## src/rtl/game_pkg.sv

```systemverilog
// Shared types and constants for the memory-game sequencer.
// Holds the state encoding, LFSR taps, counter widths and BCD folding.
package game_pkg;

  typedef enum logic [1:0] {
    IDLE   = 2'd0,
    SHOW   = 2'd1,
    ENTRY  = 2'd2,
    RESULT = 2'd3
  } gameState_t;

  // Fibonacci taps 16,14,13,11 expressed as bit positions 15,13,12,10
  localparam logic [15:0] LFSR_TAPS = 16'hB400;

  localparam int DIGIT_CNT_W = 3;
  localparam logic [DIGIT_CNT_W-1:0] DIGITS_MAX = 3'd4;
  localparam int TICK_CNT_W = 8;

  function automatic logic [3:0] bcdFold(input logic [3:0] n);
    return (n > 4'd9) ? (n - 4'd10) : n;
  endfunction

endpackage

```

## src/rtl/lfsr_bcd16.sv

```systemverilog
// Free-running 16-bit Fibonacci LFSR with a four-digit BCD view of its state.
// The BCD view folds any nibble above 9 back into the 0..9 range.
module lfsr_bcd16
  import game_pkg::*;
#(
  parameter logic [15:0] SEED = 16'hACE1
) (
  input  logic        fastClk,
  input  logic        rst,
  output logic [15:0] bcdValue
);

  logic [15:0] lfsr;

  always_ff @(posedge fastClk or posedge rst) begin
    if (rst) lfsr <= SEED;
    else     lfsr <= {lfsr[14:0], ^(lfsr & LFSR_TAPS)};
  end

  assign bcdValue = {bcdFold(lfsr[15:12]), bcdFold(lfsr[11:8]),
                     bcdFold(lfsr[7:4]),   bcdFold(lfsr[3:0])};

endmodule

```

## src/rtl/game_sequencer.sv

```systemverilog
// Round sequencer for a number-memory game: show a random BCD target,
// collect four player digits, compare, and keep a saturating score.
//
// state  | meaning
// IDLE   | waiting for start; target and last result held
// SHOW   | target displayed for SHOW_TICKS blink ticks
// ENTRY  | collecting up to four digits until submit or timeout
// RESULT | result displayed for RESULT_TICKS blink ticks
module game_sequencer
  import game_pkg::*;
#(
  parameter int          SHOW_TICKS   = 6,
  parameter int          ENTRY_TICKS  = 40,
  parameter int          RESULT_TICKS = 4,
  parameter logic [15:0] LFSR_SEED    = 16'hACE1
) (
  input  logic        fastClk,
  input  logic        rst,
  input  logic        blinkTick,
  input  logic        start,
  input  logic [3:0]  digitIn,
  input  logic        digitValid,
  input  logic        submit,
  output logic        displayPhase,
  output logic [15:0] randInt,
  output logic [15:0] userInput,
  output logic        inputReady,
  output logic        correct,
  output logic [7:0]  score,
  output logic [1:0]  state
);

  localparam logic [TICK_CNT_W-1:0] SHOW_LAST   = TICK_CNT_W'(SHOW_TICKS - 1);
  localparam logic [TICK_CNT_W-1:0] ENTRY_LAST  = TICK_CNT_W'(ENTRY_TICKS - 1);
  localparam logic [TICK_CNT_W-1:0] RESULT_LAST = TICK_CNT_W'(RESULT_TICKS - 1);

  gameState_t             stateQ, stateNext;
  logic [TICK_CNT_W-1:0]  tickCnt, tickNext;
  logic [DIGIT_CNT_W-1:0] digitCnt, digitCntNext;
  logic [15:0]            randNext, userNext, bcdValue;
  logic                   correctNext, digitOk, submitOk, isMatch;
  logic [7:0]             scoreNext;

  lfsr_bcd16 #(.SEED(LFSR_SEED)) uLfsr (
    .fastClk  (fastClk),
    .rst      (rst),
    .bcdValue (bcdValue)
  );

  assign isMatch = (userInput == randInt);

  always_comb begin
    stateNext    = stateQ;
    tickNext     = tickCnt;
    digitCntNext = digitCnt;
    randNext     = randInt;
    userNext     = userInput;
    correctNext  = correct;
    scoreNext    = score;
    digitOk      = 1'b0;
    submitOk     = 1'b0;
    case (stateQ)
      IDLE: begin
        userNext = '0;
        if (start) begin
          stateNext    = SHOW;
          randNext     = bcdValue;
          tickNext     = '0;
          digitCntNext = '0;
        end
      end
      SHOW: begin
        if (blinkTick) begin
          if (tickCnt == SHOW_LAST) begin
            stateNext    = ENTRY;
            tickNext     = '0;
            userNext     = '0;
            digitCntNext = '0;
          end else begin
            tickNext = tickCnt + 1'b1;
          end
        end
      end
      ENTRY: begin
        // A submit before four digits is simply dropped, so a simultaneous
        // digit strobe resolves naturally by the current count.
        digitOk  = digitValid && (digitIn <= 4'd9) && (digitCnt < DIGITS_MAX);
        submitOk = submit && (digitCnt == DIGITS_MAX);
        if (digitOk) begin
          userNext     = {userInput[11:0], digitIn};
          digitCntNext = digitCnt + 1'b1;
        end
        if (blinkTick) tickNext = tickCnt + 1'b1;
        if (submitOk) begin
          stateNext   = RESULT;
          tickNext    = '0;
          correctNext = isMatch;
          if (isMatch && (score != 8'hFF)) scoreNext = score + 8'd1;
        end else if (blinkTick && (tickCnt == ENTRY_LAST)) begin
          stateNext   = RESULT;
          tickNext    = '0;
          correctNext = 1'b0;
        end
      end
      RESULT: begin
        if (start) begin
          stateNext    = SHOW;
          randNext     = bcdValue;
          tickNext     = '0;
          digitCntNext = '0;
          userNext     = '0;
        end else if (blinkTick) begin
          if (tickCnt == RESULT_LAST) begin
            stateNext = IDLE;
            tickNext  = '0;
            userNext  = '0;
          end else begin
            tickNext = tickCnt + 1'b1;
          end
        end
      end
      default: stateNext = IDLE;
    endcase
  end

  always_ff @(posedge fastClk or posedge rst) begin
    if (rst) begin
      stateQ       <= IDLE;
      tickCnt      <= '0;
      digitCnt     <= '0;
      randInt      <= '0;
      userInput    <= '0;
      correct      <= 1'b0;
      score        <= '0;
      displayPhase <= 1'b0;
      inputReady   <= 1'b0;
    end else begin
      stateQ       <= stateNext;
      tickCnt      <= tickNext;
      digitCnt     <= digitCntNext;
      randInt      <= randNext;
      userInput    <= userNext;
      correct      <= correctNext;
      score        <= scoreNext;
      displayPhase <= (stateNext == SHOW);
      inputReady   <= (stateNext == RESULT);
    end
  end

  assign state = stateQ;

endmodule

```

## config.mk

```make
export PLATFORM = sky130hd
export DESIGN_NAME = game_sequencer
export DESIGN_NICKNAME = d
export VERILOG_FILES = /design/src/rtl/game_pkg.sv /design/src/rtl/lfsr_bcd16.sv /design/src/rtl/game_sequencer.sv
export SDC_FILE = /design/constraint.sdc
export NUM_CORES = 1
export LEC_CHECK = 0
export ABC_AREA = 1
export CAP_MARGIN = 40
export CORE_ASPECT_RATIO = 0.75
export CORE_MARGIN = 4
export CORE_UTILIZATION = 60
export CTS_CLUSTER_DIAMETER = 30
export CTS_CLUSTER_SIZE = 8
export DETAILED_ROUTE_END_ITERATION = 6
export PLACE_DENSITY = 0.84
export SYNTH_ARGS = -nofsm -noshare
export SYNTH_HDL_FRONTEND = slang
export SYNTH_HIERARCHICAL = 1
export SYNTH_SLANG_ARGS = --single-unit
```

## constraint.sdc

```tcl
create_clock -name fastClk -period 2.94 [get_ports fastClk]
set_input_delay 0.735 -clock fastClk [delete_from_list [all_inputs] [get_ports fastClk]]
set_output_delay 0.735 -clock fastClk [all_outputs]
set_load 0.05 [all_outputs]
```

After elaboration in Yosys (flattened, before gate mapping)
Cells that the tools add are included.
- bits of input ports: 10
- bits in registers: 72
- muxes and demuxes: 37
- add/sub/neg operators: 7
- equal/unequal tests: 19
- reduce and logical (&&, ||, !) cells: 15
- $lt $le $gt $ge: 6
- operator list (cell ; number):
    $mux W16 ; 6
    $mux W8 ; 9
    $pmux W16 S4 ; 1
    $pmux W8 S4 ; 1
    $add A8 B1 Y8 const B ; 2
    $eq A16 B16 Y1 ; 1
    $gt A4 B4 Y1 const B ; 4
    $mux W2 ; 8
    $mux W4 ; 4
    $reduce_xor A16 Y1 ; 1
    $sub A4 B4 Y4 const B ; 4
    $mux W3 ; 4
    $pmux W3 S3 ; 1
    $eq A8 B2 Y1 const B ; 1
    $eq A8 B3 Y1 const B ; 1
    $eq A8 B6 Y1 const B ; 1
    $ne A2 B2 Y1 const B ; 4
    $ne A8 B8 Y1 const B ; 1
    $pmux W2 S4 ; 1
    $reduce_and A4 Y1 ; 2
    $eq A2 B2 Y1 const B ; 3
    $ne A3 B3 Y1 const B ; 2
    $logic_and A1 B1 Y1 ; 5
    $reduce_and A5 Y1 ; 1
    13 further kinds ; 16

Longest topological paths before layout
Gate-level depths: netlist of the first run.
- word-level depth: 6
- depth in mapped cells: 11

By module
Netlist of the first run, hierarchy kept.
- by module, submodules not included (module ; cells an instance ; area each (sq um) ; times used):
    game_sequencer ; 484 ; 3437.0 ; 1
    lfsr_bcd16 ; 79 ; 764.5 ; 1

Worst setup path after synthesis of the first run
OpenSTA, ideal clock, no wires.
- kind: reg2reg
- start: reg stateQ[1] (netlist: state[1])
- end: reg tickCnt[0]
- data required time: 2.863 ns
- period minus slack after synthesis: 1.901 ns
- setup slack: 1.039 ns
- library setup time: 0.077 ns
- arrival: 1.824 ns
- stages on the path, launching flop included: 10
- cells stage by stage: dfrtp_1 -> inv_1 -> ha_1 -> inv_1 -> a21oi_1 -> nor2_2 -> inv_2 -> nor2_2 -> nand2_2 -> o21ai_1
- word-level cells in the longest chain between the ends: 3
- RTL lines (item ; RTL line ; source):
    start, declared ; game_sequencer.sv:37 ; gameState_t stateQ, stateNext;
    start signal, assigned ; game_sequencer.sv:138 ; stateQ <= stateNext;
    $eq A2 B2 Y1, or another cell as far along ; game_sequencer.sv:62 ; case (stateQ)
    $ne A4 B4 Y1 (no source line), or another cell as far along ; n/a ;
    $reduce_and A4 Y1 (no source line) ; n/a ;
    end signal, assigned ; game_sequencer.sv:139 ; tickCnt <= tickNext;
    end, declared ; game_sequencer.sv:38 ; logic [TICK_CNT_W-1:0] tickCnt, tickNext;
Several ways; a longest one is shown, not always the timed one.
A chain may end at the register's enable or synchronous reset.

Worst setup path after layout of the first run
- start: reg userInput[11]
- end: out userInput[11]
- RTL lines (item ; RTL line ; source):
    start, declared ; game_sequencer.sv:26 ; output logic [15:0] userInput,
    start signal, assigned ; game_sequencer.sv:142 ; userInput <= userNext;
No word-level cell between the ends.

==> results of run 1 <==
==> area by class of cell <==
type                       instances  area [µm²]  area share [%]
timing repair buffer              58         571            11.5
tap                               84         105            2.12
sequential                        72        1810            36.5
clock inverter                     4        45.0           0.909
multi-input combinational        387        1950            39.4
clock buffer                      12         135            2.73
inverter                          90         338            6.81
==> through the flow <==
stage	power, W	instances	utilization [%]
final	0.00374	707	72.9
after global routing	0.00397	707	72.9
after CTS	0.00374	707	72.9
after detailed placement	0.00298	691	70.3
after global placement	0.00293	691	70.3
after floorplan	0.00252	563	-
==> logic make-up after synthesis <==
group,count (synthesis)
adders and majority gates,15
DFF,72
xor gates and xnor gates,10
buffers and inverters,104
and+or+nand+nor,296
AOI/OAI and AO/OA,66
==> routing by layer <==
layer  up-vias  share of wire [%]  wire [µm]  global-route usage [%]
li1       1865                  -          -                       -
met1      1786                 44       4410                    33.4
met2       150                 46       4580                    41.1
met3        17                8.0        797                    6.02
met4         0                1.8        176                    9.04
met5         -                  0          0                       0
==> sequential cells by signal, summed over array words and instances (netlist names) <==
| name | count |
|---|---|
| digitCnt | 3 |
| randInt | 16 |
| inputReady | 1 |
| displayPhase | 1 |
| correct | 1 |
| userInput | 16 |
| uLfsr/lfsr | 16 |
| score | 8 |
| tickCnt | 8 |
| state | 2 |
==> power groups by stage <==
| stage | logic, W | registers, W | clock network (W) |
|---|---|---|---|
| final | 0.00172 | 0.00126 | 0.000757 |
| after global placement | 0.00166 | 0.00127 | 0 |
| after CTS | 0.00171 | 0.00126 | 0.000769 |
| after detailed placement | 0.00170 | 0.00128 | 0 |
| after global routing | 0.00188 | 0.00129 | 0.000803 |
| after floorplan | 0.000826 | 0.00170 | 0 |
==> synth_stat cells (all sizes together) <==
library cell  count
a21boi            1
a21o              1
a21oi            27
a31oi             1
buf              13
clkbuf            1
dfrtp            64
dfstp             8
ha               15
inv              90
nand2           187
nand3            29
nand3b            2
nand4            12
nor2             57
nor3              7
o211ai            1
o21ai            32
o22ai             2
o31ai             1
or2               2
xnor2             6
xor2              4
==> cell usage in the layout (no fill, tap or decap), drive strengths merged, types with 3 or more instances in the layout <==
cell	count
inv	90
nand2	187
dfstp	8
ha	15
nand4	12
a21oi	27
nand3	29
clkdlybuf4s50	54
xor2	4
nor2	57
clkinv	3
nor3	7
o21ai	32
buf	4
dfrtp	64
xnor2	6
clkbuf	12
==> worst paths after layout <==
path	to	cells after the start	startpoint
worst max register to register	score[0]	7	state[0]
worst max-delay path	userInput[11]	1	userInput[11]
worst min-delay path	uLfsr/lfsr[6]	0	uLfsr/lfsr[5]
max in group asynchronous	randInt[13]	3	rst
min in group asynchronous	randInt[1]	2	rst
worst min register to register	uLfsr/lfsr[6]	0	uLfsr/lfsr[5]
==> qor.yml, run 1 <==
cts:
  cts_root_buffer: "clkbuf_8"
  cts_buffers: 9
  ctsLongestPathBuffers: 2
  cts-htree-levels: 3
  ctsHoldBuffers: 0
  clk_latency_ns: 0.36
  postCtsSetupRepairBufs: 0
  cts_resized: 0
  cts_tree: "yes"
  path_clk_slew_ns: 0.07
  cts.sinks: 72
drt:
  num_vias: 3818
  via_per_inst: 5.40
  routed_wl_mm: 9.96
  drt_iter0_drc: 284
  wl_per_cell_um: 14.1
  drc: 0
  drtAntennaViolNets: 0
  drtPass1Iterations: 6
critical_path:
  r2r_slack_ns: 0.82
  worstPathArrival_ns: 1.72
  slowest_delay_ns: 0.86
  worstSetupPathType: "flip-flop to output pin"
  path_buf_inv: 1
  crit_family: "buffers and inverters"
  path_max_fanout: 6
  startpoint_type: "flip-flop"
  cpMaxStageDelayCell: "clkdlybuf4s50_1"
  crit_required_ns: 2.20
  cp-end-kind: "output pin"
  crit_chain: "clkdlybuf4s50_1"
sta:
  holdWs_ns: 0.368
  finalCritPeriodShare_pct: 83.5
  fmax_ghz: 0.407
  clock_skew_ns: 0.0105
  fin_tns_setup_ns: 0
  hold_violations: 0
  final_max_slew_viol_count: 0
  worst_pin_slew_ns: 0.603
  finalWorstSetupSlack_ns: 0.485
  rsz0062_at_grt: "false"
  min_period_ns: 2.45
  setup_viol: 0
  slew_headroom_pct: 59.8
yosys:
  ys_seq_area_share_pct: 43.1
  synth_cell_types: 36
  syn_nets: 588
  synth_compound_area_share_pct: 10.1
  synth_top_area_share_pct: 38.1
  synth.avg_cell_area_um2: 7.46
  synth_area_um2: 4200
  yosys.area.top_type: "dfrtp_1"
  synth-warning-count: 6
  synth_xor_area_share_pct: 2.08
  synthTopCellsByArea: "dfrtp_1, nand2_1, inv_1"
  synthSimpleGateAreaFrac_pct: 29.8
  synth.area.mux_share_pct: 0
  synth_top_family_by_area: "simple AND/OR/NAND/NOR gates"
  syn_inst: 563
  ys_ff_latch: 72
  synth_fa_ha_area_share_pct: 4.47
pwr:
  clock_power_share_pct: 20.2
  comb_power_share_pct: 46.0
  internal_power_w: 0.00204
  p_per_area_nw_per_um2: 755
  p_seq_share_pct: 33.8
  swShare_pct: 45.6
  ir_drop_uv: 729
  p_leak_nw: 2.45
  switching_power_w: 0.00171
run:
  max_cap_violations: 0
placed_design:
  dp_slack_ns: 0.540
  dpl.hpwl_mm: 7.65
  gp_congestion: 0.886
  port_buffers: 54
  placed_area_um2: 4780
layout:
  n_antenna_cell: 0
  drive_gt1_share_pct: 9.95
  nFillCells: 539
  area_growth_pct: 18.0
  stdcell_area_um2: 4960
  nets: 643
global_routing:
  grt_max_degree: 33
  antenna_found_initial: 0
  grt-ovfl-total: 0
  grt_pass1_wl_mm: 16.9
  grt_pass1_vias: 3647
  grt_use_total_pct: 25.3
status:
  status: "completed"
floorplan:
  core_um2: 6800
  dieArea_um2: 8420
  fp.dieW_um: 105
  ioPinCount: 55
  num_rows: 26
  start_util_pct: 61.8
  dieHeight_um: 80.5
min_path:
  hold_path_class: "flip-flop to flip-flop"
Note: power is estimated with default switching activity, not from simulation.
==> run 2, diff against run 1 <==
- CORE_UTILIZATION: 60 -> 50
- PLACE_DENSITY: 0.84 -> 0.74
- clock period: 2.94 -> 2 ns (I/O delays scaled with it)
==> run 2 against run 1 <==
Net effect: worst hold slack better by 0.0013 ns; power up 52%; critical endpoint is now tickCnt[7]; highest routed layer unchanged; critical path type is now flip-flop to flip-flop; utilization decreased by 11 points; sequential power up 48%; non-clock buffer count increased by 8; final area is 0.83% higher; register-to-register slack got worse by 0.60 ns; global-route usage shrank 3.1 points.
==> qor.yml, run 2 (same netlist as run 1, synthesis figures left out) <==
sta:
  setup_viol: 0
  final_max_slew_viol_count: 0
  finalWorstSetupSlack_ns: 0.224
  slew_headroom_pct: 71.2
  fmax_ghz: 0.563
  min_period_ns: 1.78
  clock_skew_ns: 0.00914
  hold_violations: 0
  rsz0062_at_grt: "false"
  worst_pin_slew_ns: 0.427
  fin_tns_setup_ns: 0
  finalCritPeriodShare_pct: 88.8
cts:
  path_clk_slew_ns: 0.07
  cts_root_buffer: "clkbuf_8"
  ctsLongestPathBuffers: 2
  clk_latency_ns: 0.36
  cts_buffers: 9
  ctsHoldBuffers: 0
  cts_tree: "yes"
  cts.sinks: 72
  cts-htree-levels: 3
floorplan:
  start_util_pct: 52.4
  num_rows: 28
  ioPinCount: 55
  core_um2: 8020
  dieArea_um2: 9950
  fp.dieW_um: 114
  dieHeight_um: 87.4
min_path:
  hold_path_class: "flip-flop to flip-flop"
critical_path:
  worstPathArrival_ns: 2.06
  crit_chain: "ha_1, nand2_1, nor3_1, nand3_1, nand2_1, o21ai_0, nand2_2, o21ai_1"
  startpoint_type: "flip-flop"
  cp_common_cell: "nand2_1"
  worstSetupPathType: "flip-flop to flip-flop"
  crit_required_ns: 2.28
  crit_family: "compound AO/OA/AOI/OAI gates"
  cp-end-kind: "flip-flop"
  cpMaxStageDelayCell: "dfrtp_1"
  path_max_fanout: 5
  slowest_delay_ns: 0.44
  path_buf_inv: 0
pwr:
  p_total_w: 0.00567
  p_per_area_nw_per_um2: 1140
  ir_drop_uv: 657
  p_leak_nw: 2.59
placed_design:
  dpl.hpwl_mm: 7.75
  dp_slack_ns: -0.00920
  port_buffers: 54
  gp_congestion: 0.899
layout:
  fin_util_pct: 62.3
  multi_input_area_um2: 1950
  nets: 651
  seq_area_um2: 1810
  nFillCells: 727
  drive_gt1_share_pct: 18.9
  mostFrequentLayoutCell: "nand2_1"
  n_antenna_cell: 0
  area_growth_pct: 19.0
  final_cell_mix: "nand2_1, inv_1, dfrtp_1"
  reg_top3: "randInt (16), uLfsr/lfsr (16), userInput (16)"
drt:
  num_vias: 3692
  routed_wl_mm: 9.94
  drc: 0
  drtAntennaViolNets: 0
  via_per_inst: 5.02
  wl_per_cell_um: 13.5
  drtPass1Iterations: 4
  drt_iter0_drc: 265
global_routing:
  grt_max_degree: 37
  grt-ovfl-total: 0
  grt_use_total_pct: 22.1
  grt_pass1_vias: 3615
  antenna_found_initial: 0
  grt_pass1_wl_mm: 17.3
run:
  max_cap_violations: 0
status:
  status: "completed"
==> run 2: area by class of cell <==
| type | count | area share, % |
|---|---|---|
| Multi-Input combinational cell | 387 | 39.1 |
| Sequential cell | 72 | 36.2 |
| Timing Repair Buffer | 66 | 10.9 |
| Inverter | 90 | 6.76 |
| Clock buffer | 10 | 2.75 |
| Tap cell | 105 | 2.63 |
| Clock inverter | 6 | 1.65 |
==> run 2: final timing paths <==
path                                     from              to  slack, ns  cells past startpoint
worst max-delay path               tickCnt[0]      tickCnt[7]       0.22                      8
min in group asynchronous                 rst   uLfsr/lfsr[4]       0.43                      2
worst min-delay path            uLfsr/lfsr[5]   uLfsr/lfsr[6]       0.37                      0
max in group asynchronous                 rst  uLfsr/lfsr[15]       1.04                      3
worst min register to register  uLfsr/lfsr[5]   uLfsr/lfsr[6]       0.37                      0
worst max register to register     tickCnt[0]      tickCnt[7]       0.22                      8
==> run 2: worst register-to-register path, delay by kind of cell (launching register included) <==
kind            cells  cell delay (ns)
fa+ha+maj           1             0.29
compound gates      2             0.52
simple gates        5             0.45
flops               1             0.44
==> run 2: timing repair <==
| action | 4_1_cts | 5_1_grt |
|---|---|---|
| setup buffers | 0 | 0 |
| resized for setup | 0 | 1 |
| setup endpoints to repair | 0 | 3 |
==> run 2: through the flow <==
| step | area, µm² | hold WS (ns) | instances |
|---|---|---|---|
| after CTS | 5000 | 0.373 | 736 |
| after detailed placement | 4780 | 0.361 | 720 |
| after global routing | 5000 | 0.382 | 736 |
| after global placement | 4780 | 0.358 | 720 |
| after floorplan | 4200 | 0.354 | 563 |
| final | 5000 | 0.369 | 736 |
==> run 2: routing by layer <==
metal	share of wire (%)	track usage, %
met1	48	31.7
met2	44	33.7
met3	7.4	6.04
met4	0.65	5.07
met5	0	0
==> run 2: power by group <==
part	internal, W	switching [W]	total [W]
Sequential	0.00166	0.000200	0.00186
Clock	0.000729	0.000560	0.00129
Combinational	0.000759	0.00177	0.00252
Total	0.00315	0.00253	0.00567
==> run 3, diff against run 2 <==
- CORE_MARGIN: 4 -> 2
==> run 3 against run 2 <==
Net effect: sequential power about the same; non-clock buffer count down 1; clock-buffer cell count up 3; via count down 0.19%; worst setup slack better by 0.047 ns; routed wire length down 1.7%; worst hold slack worse by 0.015 ns; critical endpoint is now tickCnt[1]; critical path type unchanged.
==> qor.yml, run 3 (same netlist as run 1, synthesis figures left out) <==
status:
  status: "completed"
sta:
  worst_pin_slew_ns: 0.619
  final_max_slew_viol_count: 0
  setup_viol: 0
  rsz0062_at_grt: "false"
  fmax_ghz: 0.578
  fin_tns_setup_ns: 0
  finalWorstSetupSlack_ns: 0.271
  clock_skew_ns: 0.0119
  min_period_ns: 1.73
  finalCritPeriodShare_pct: 86.5
  slew_headroom_pct: 58.7
  hold_violations: 0
cts:
  cts.sinks: 72
  path_clk_slew_ns: 0.08
  ctsLongestPathBuffers: 2
  cts_root_buffer: "clkbuf_8"
  cts_buffers: 9
  ctsHoldBuffers: 0
  clk_latency_ns: 0.36
  cts_tree: "yes"
  cts-htree-levels: 3
global_routing:
  grt_pass1_wl_mm: 16.0
  grt-ovfl-total: 0
  grt_use_total_pct: 22.3
  antenna_found_initial: 0
  grt_max_degree: 57
  grt_pass1_vias: 3426
placed_design:
  port_buffers: 54
  gp_congestion: 0.859
  dpl.cell_count: 719
  dp_slack_ns: 0.0298
  dpl.hpwl_mm: 7.41
  placed_area_um2: 4770
layout:
  n_antenna_cell: 0
  mostFrequentLayoutCell: "nand2_1"
  nets: 650
  reg_top3: "randInt (16), uLfsr/lfsr (16), userInput (16)"
  nFillCells: 724
  final_cell_mix: "nand2_1, inv_1, dfrtp_1"
  multi_input_area_um2: 1950
  seq_area_um2: 1810
  area_growth_pct: 18.8
  stdcell_area_um2: 4990
  fin_cells: 735
  drive_gt1_share_pct: 18.1
floorplan:
  fp.dieW_um: 110
  start_util_pct: 52.4
  core_um2: 8020
  ioPinCount: 55
  dieHeight_um: 83.4
  dieArea_um2: 9160
  num_rows: 28
critical_path:
  path_max_fanout: 5
  cp-end-kind: "flip-flop"
  reg2regPathDepth: 8
  worstSetupPathType: "flip-flop to flip-flop"
  crit_required_ns: 2.27
  worstPathArrival_ns: 2.00
  startpoint_type: "flip-flop"
drt:
  via_per_inst: 5.01
  num_vias: 3685
  drtPass1Iterations: 5
  drc: 0
  drtAntennaViolNets: 0
  routed_wl_mm: 9.77
  drt_iter0_drc: 273
  wl_per_cell_um: 13.3
min_path:
  worstHoldPathCells: 0
  hold_path_class: "flip-flop to flip-flop"
pwr:
  p_per_area_nw_per_um2: 1130
  p_total_w: 0.00565
  p_leak_nw: 2.60
  ir_drop_uv: 781
run:
  max_cap_violations: 0
## run 3: repair_timing
action                                  in CTS  in global routing
endpoints found under the setup margin       0                  6
buffers inserted                             0                  0
endpoints found under the hold margin        0                  0
resized for setup                            0                  2
## run 3: worst paths after layout
| path | start | to | slack, ns |
|---|---|---|---|
| min in group asynchronous | rst | randInt[2] | 0.56 |
| worst min-delay path | uLfsr/lfsr[5] | uLfsr/lfsr[6] | 0.35 |
| worst min register to register | uLfsr/lfsr[5] | uLfsr/lfsr[6] | 0.35 |
| worst max register to register | tickCnt[0] | tickCnt[1] | 0.27 |
| worst max-delay path | tickCnt[0] | tickCnt[1] | 0.27 |
| max in group asynchronous | rst | uLfsr/lfsr[14] | 1.00 |
## run 3: metal layers
| layer | up-vias | routed length, µm | global-route usage, % |
|---|---|---|---|
| met3 | 11 | 620 | 6.28 |
| met2 | 106 | 4310 | 32.7 |
| li1 | 1866 | - | - |
| met4 | 0 | 95 | 6.44 |
| met5 | - | 0 | 0 |
| met1 | 1702 | 4740 | 31.9 |
## run 3: critical path: stages, from the launching register on
cell,delay [ns]
dfrtp_1,0.45
ha_1,0.28
nand2_1,0.09
nor3_1,0.04
nand3_1,0.08
nand2_1,0.07
o21ai_0,0.32
nand2_2,0.16
o22ai_1,0.15
## run 3: stage by stage
step	hold slack [ns]	util (%)
2_1_floorplan	0.354	-
3_3_place_gp	0.359	59.5
3_5_place_dp	0.357	59.5
4_1_cts	0.360	62.1
5_1_grt	0.368	62.2
6_report	0.354	62.2
## run 3: report_power, final
| part | total, W | internal (W) | switching, W |
|---|---|---|---|
| clock | 0.00128 | 0.000737 | 0.000544 |
| sequential | 0.00186 | 0.00166 | 0.000200 |
| combinational | 0.00251 | 0.000758 | 0.00176 |
| total | 0.00565 | 0.00316 | 0.00250 |
## run 3: cell type report
| cell class | count | area share, % |
|---|---|---|
| Timing Repair Buffer | 65 | 10.8 |
| Clock inverter | 3 | 1.30 |
| Multi-Input combinational cell | 387 | 39.2 |
| Sequential cell | 72 | 36.3 |
| Tap cell | 105 | 2.63 |
| Clock buffer | 13 | 2.98 |
| Inverter | 90 | 6.77 |
